### config.mk
export PLATFORM = sky130hd
export DESIGN_NAME = conv1_window_ctrl
export DESIGN_NICKNAME = d
export VERILOG_FILES = /design/src/rtl/conv1_window_ctrl.sv
export SDC_FILE = /design/constraint.sdc
export NUM_CORES = 1
export LEC_CHECK = 0
export CAP_MARGIN = 40
export CORE_MARGIN = 10
export CORE_UTILIZATION = 35
export CTS_CLUSTER_SIZE = 16
export DETAILED_ROUTE_END_ITERATION = 7
export DONT_BUFFER_PORTS = 1
export PLACE_DENSITY = 0.58
export SYNTH_ARGS = -nofsm -noshare
export SYNTH_HDL_FRONTEND = slang
export SYNTH_SLANG_ARGS = --single-unit
export TNS_END_PERCENT = 10
### constraint.sdc
create_clock -name clk -period 2.5 [get_ports clk]
set_clock_uncertainty 0.2 [all_clocks]
set_input_delay 0.75 -clock clk [delete_from_list [all_inputs] [get_ports clk]]
set_output_delay 0.75 -clock clk [all_outputs]
set_load 0.005 [all_outputs]
### src/rtl/conv1_window_ctrl.sv
// conv1_window_ctrl: raster-scan sequencer that feeds a 3x3 line buffer and flags complete windows
module conv1_window_ctrl #(
  parameter int IMG_W       = 30,
  parameter int IMG_H       = 30,
  parameter int KERNEL_SIZE = 3
) (
  input  logic       clk,
  input  logic       rst,
  input  logic       start,
  input  logic       in_valid,
  input  logic [7:0] in_data,
  output logic       in_ready,
  input  logic       out_ready,
  output logic       buf_shift_en,
  output logic [7:0] buf_data,
  output logic       win_valid,
  output logic [4:0] win_row,
  output logic [4:0] win_col,
  output logic       busy,
  output logic       frame_done
);
  localparam logic [4:0] COL_LAST = 5'(IMG_W - 1);
  localparam logic [4:0] ROW_LAST = 5'(IMG_H - 1);
  localparam logic [4:0] K_LAST   = 5'(KERNEL_SIZE - 1);
  typedef enum logic [1:0] {IDLE, RUN, DONE} state_t;
  state_t     state_q;
  logic [4:0] row_q, col_q, row_d, col_d;
  logic       accept, col_wrap, last_px, win_hit;
  assign in_ready     = (state_q == RUN) && out_ready;
  assign accept       = in_valid && in_ready;
  assign buf_shift_en = accept;
  assign buf_data     = in_data;
  assign busy         = state_q != IDLE;
  // next raster position; the final pixel parks the counters instead of overflowing the row
  always_comb begin
    col_wrap = col_q == COL_LAST;
    last_px  = col_wrap && (row_q == ROW_LAST);
    win_hit  = accept && (row_q >= K_LAST) && (col_q >= K_LAST);
    col_d    = accept ? (col_wrap ? 5'd0 : col_q + 5'd1) : col_q;
    row_d    = (accept && col_wrap && !last_px) ? row_q + 5'd1 : row_q;
  end
  // frame FSM with registered window flag, coordinates and done pulse
  always_ff @(posedge clk) begin
    if (rst) begin
      state_q    <= IDLE;
      row_q      <= '0;
      col_q      <= '0;
      win_valid  <= 1'b0;
      win_row    <= '0;
      win_col    <= '0;
      frame_done <= 1'b0;
    end else begin
      win_valid  <= win_hit;
      frame_done <= 1'b0;
      if (win_hit) begin
        win_row <= row_q - K_LAST;
        win_col <= col_q - K_LAST;
      end
      unique case (state_q)
        IDLE: if (start) begin
          state_q <= RUN;
          row_q   <= '0;
          col_q   <= '0;
        end
        RUN: begin
          row_q <= row_d;
          col_q <= col_d;
          if (accept && last_px) begin
            state_q    <= DONE;
            frame_done <= 1'b1;
          end
        end
        DONE:    state_q <= IDLE;
        default: state_q <= IDLE;
      endcase
    end
  end
endmodule

# After elaboration in Yosys (flattened, before gate mapping)
# Index checks and enable logic that the tools add are counted.
[totals]
ff_bits = 24
inputBits = 13
output_inout_bits = 23
wordCells = 47
[classes]
n_addsub = 4
n_lt_le_gt_ge = 2
eq_ne = 7
n_mux = 10
n_bitwise = 1
n_reduce_logical = 16
[ops]
columns = ["operator", "count"]
rows = [
  ["two-way mux 5 bit", 4],
  ["one-hot mux 5 bit (2 select lines)", 2],
  ["adder 5 x 1 -> 5 bit (second input constant)", 2],
  ["== test 5 bit (second input constant)", 2],
  ["greater-or-equal comparator 5 x 2 -> 1 bit (second input constant)", 2],
  ["subtractor 5 x 2 -> 5 bit (second input constant)", 2],
  ["logical AND 1 bit", 8],
  ["AND reduction 3 bit", 2],
  ["two-way mux 2 bit", 2],
  ["!= test 2 x 1 -> 1 bit (second input constant)", 2],
  ["!= test 2 bit (second input constant)", 2],
  ["one-hot mux 2 bit (2 select lines)", 1],
  ["nonzero test 2 bit", 2],
  ["== test 2 x 1 -> 1 bit (second input constant)", 1],
  ["logical NOT 2 bit", 1],
  ["AND reduction 2 bit", 1],
  ["OR reduction 2 bit", 1],
  ["logical NOT 1 bit", 1],
  ["two-way mux 1 bit", 1],
  ["inverter 1 bit", 1],
]

# Depth between registers and ports, before layout
[logic_depth]
word_depth = 7
ltp_mapped = 7

# Worst setup path after synthesis
# Ideal clock, no wire load.
[synth_timing]
path_type = "input to output"
start = "input port in_valid"
end = "output port buf_shift_en"
t_arrival_ps = 1119
slack_ps = 431
path_stages = 2
path_cell_list = "and4b_4 buf_12"
[synth_via]
elab_chain_len = 1
[synth_rtl]
columns = ["item", "line_no", "rtl"]
rows = [
  ["start: declaration", "10", "input logic in_valid,"],
  ["logical AND 1 bit", "30", "assign accept = in_valid && in_ready;"],
  ["end: declaration", "14", "output logic buf_shift_en,"],
]
# Every way passes these cells.

# Worst setup path in the final report
# Same ends and word-level chain as after synthesis.

==> summary.md <==
| Metric | Value |
|---|---|
| Total CTS buffers | 3 |
| Clk pin slew, worst setup/hold paths | 0.08 ns |
| CP max FO | 11 |
| First-pass GRT wire length | 4640 um |
| Drt total wl | 2800 um |
| Net Count, Synth | 167 |
| Clk pwr share | 33.5% |
| Gr usage total | 8.72% |
| Gates resized, CTS repair | 0 |
| Post-layout min period | 2.06 ns |
| DP Wirelength | 2080 um |
| Worst R2R Setup Slack | 0.59 ns |
| Power, Total | 665 uW |
| CP Cell Sequence | and4b_4 |
| Synthesized area | 1310 um^2 |
| Period utilization | 82.4% |
| Fmax | 0.485 GHz |
| Clock latency on the worst-skew pair | 0.26 ns |
| CTS Buffer Depth | 2 |
| ANT nets after route | 0 |
| Outcome | finished, final reports clean |
| Top-area cell type share of the netlist area | 36.6% |
| Row count | 22 |
| Reg2reg start | row_q[1] |
| Residual DRC | 0 |
| Family with the most delay on the worst path | simple AND/OR/NAND/NOR gates |
| Switching share of power | 22.6% |
| Logic gate share of total power | 7.6% |
| Die area | 6600 um^2 |
| CTS tree | done |
| Commonest non-fill, non-tap cell in the layout | dfxtp_1 |
| Slowest cell on crit path | and4b_4 |
| Slew @ Worst Pin | 0.459 ns |
| Setup crit start | in_valid |
| Postcts setup bufs | 0 |
| Rel. slew slack | 69.2% |
| N_diodes | 0 |
| Slew Limit Fails | 0 |
| Largest area contributor in the netlist | dfxtp_1 |
| Final Hold Fails | 0 |
| Worst path max stage delay | 0.36 ns |
| Synth area leaders | dfxtp_1 (37%), ha_1 (9.5%), a21oi_1 (5.7%), buf_4 (4.6%), a211oi_1 (3.4%) |
| Max cap viols | 0 |
| Core ar. | 3630 um^2 |
| Worst setup margin | 0.439 ns |
| Gate Count Post-Synth | 144 |
| Largest net degree at the start of global routing | 21 |
| P_int | 515 uW |
| CP endpoint kind | output port |
| GPL Wtd Cong | 0.780 |
| Vias in the first global route | 910 |
| Worst min path class | reg -> reg |
| Pleak | 0.000461 uW |
| Total gr overflow | 0 |
| Synth warnings | 0 |
| Unrepaired setup endpoints after global routing | no |
| DR WL/cell | 15.2 um |
| CTS H-Tree Depth | 1 |
| Share of layout cells above drive strength 1 | 11.0% |
| Flop pwr share | 58.9% |
| Crit Path Category | in -> out |
| DR pass1 iterations | 4 |
| # nets final | 161 |
| Sw power | 150 uW |
| Drt via density | 5.33 |
| Area added between synthesis and finish | 0.954% |
| Post-synthesis sequential area ratio | 36.6% |
| Most frequent cells in the layout | dfxtp_1 (24), a21oi_1 (15), ha_1 (10) |
| # setup viols final | 0 |
| Initial DRC count | 36 |
| Clk sinks | 24 |
| Initial antenna violation count | 0 |
| WP data arrival | 1.11 ns |
| Die height | 81.2 um |
| Hold Crit Start | win_col[1] |
| CTS root buffer | clkbuf_8 |
| Ports | 36 |
| CTS Hold Bufs | 0 |
| Hold WS | 0.311 ns |
| PD cells | 502 nW/um^2 |
| FF+latch count, synth | 24 |
| DR vias | 980 |
| CP Launch Type | primary input |
| Worst slack at placement | 0.410 ns |
| Distinct cell type count after synthesis | 38 |
| Worst vdd ir | 0.216 mV |
| Required time of the critical path | 1.55 ns |
| Synthesized area per cell | 9.11 um^2 |
| Initial core utilization | 36.1% |
| Die W | 81.2 um |
| Bufs and invs on worst path | 0 |
| IO buf count | 0 |
| Final setup TNS | 0 ns |
==> cell usage after synthesis <==
library cell,number
dfxtp_1,24
a21oi_1,15
ha_1,10
nor2_1,9
buf_4,8
inv_1,7
a211oi_1,6
nand2b_1,6
o21ai_0,6
nand3_1,5
nand2_1,4
nor3_1,4
or3_1,4
xnor2_1,4
nor4_1,3
a311oi_1,2
clkbuf_1,2
nand4_1,2
nor2b_1,2
or2_2,2
xor2_1,2
a31oi_1,1
a31oi_2,1
and2_1,1
and2b_2,1
and4_4,1
and4b_4,1
buf_12,1
buf_2,1
buf_6,1
nand2_4,1
nor3b_2,1
o2111ai_1,1
o211ai_1,1
o22ai_1,1
o31a_4,1
o31ai_2,1
or4_1,1
==> path summary, 6_finish.rpt <==
kind,endpoint,cells after the start
worst max register to register,win_row[1],5
worst min-delay path,win_col[1],2
worst min register to register,win_col[1],2
worst max-delay path,buf_shift_en,1
==> metrics by stage <==
step / cells / instance area, um^2 / util (%)
2_1_floorplan: 144 / 1310 / -
6_report: 184 / 1320 / 36.4
3_3_place_gp: 181 / 1280 / 35.3
4_1_cts: 184 / 1320 / 36.4
3_5_place_dp: 181 / 1280 / 35.3
5_1_grt: 184 / 1320 / 36.4
==> layer usage <==
layer  wire length, um  vias to the layer above  global-route usage, %
met4                17                        0                   2.08
met1              1370                      456                   11.5
met2              1080                       32                   11.9
met5                 0                        -                      0
met3               332                        2                   4.86
li1                  -                      490                      -
==> power groups by stage <==
stage / Combinational [uW] / Sequential [uW] / Clock [uW]
global route: 55.5 / 393 / 249
global placement: 48.3 / 400 / 0
finish: 50.5 / 391 / 223
detailed placement: 50.2 / 400 / 0
CTS: 50.6 / 391 / 232
floorplan: 53.8 / 401 / 0
==> state kept, by name (all words and copies together) (netlist names) <==
signal	count
col_q	5
row_q	5
win_col	5
win_row	5
state_q	2
frame_done	1
win_valid	1
==> worst register-to-register path, stage by stage (launching register included) <==
cell and delay (ns):
dfxtp_1 0.39, ha_1 0.20, nor2b_1 0.13, nor3_1 0.41
nor2_1 0.21, a211oi_1 0.28
==> kinds of logic after synthesis <==
logic type,Yosys count,share of synthesized area [%]
xor gates and xnor gates,6,4.01
DFF,24,36.6
AOI/OAI and AO/OA,36,18.2
adders and majority gates,10,9.54
buffers and inverters,20,9.92
and+or+nand+nor,48,21.7
==> area by class of cell <==
cell class / instances / area [um^2]
Fill cell: 398 / 2310
Tap cell: 48 / 60.1
Sequential cell: 24 / 480
Multi-Input combinational cell: 100 / 701
Inverter: 7 / 26.3
Clock buffer: 3 / 41.3
Timing Repair Buffer: 2 / 15.0
Note: power is estimated with default switching activity, not from simulation.
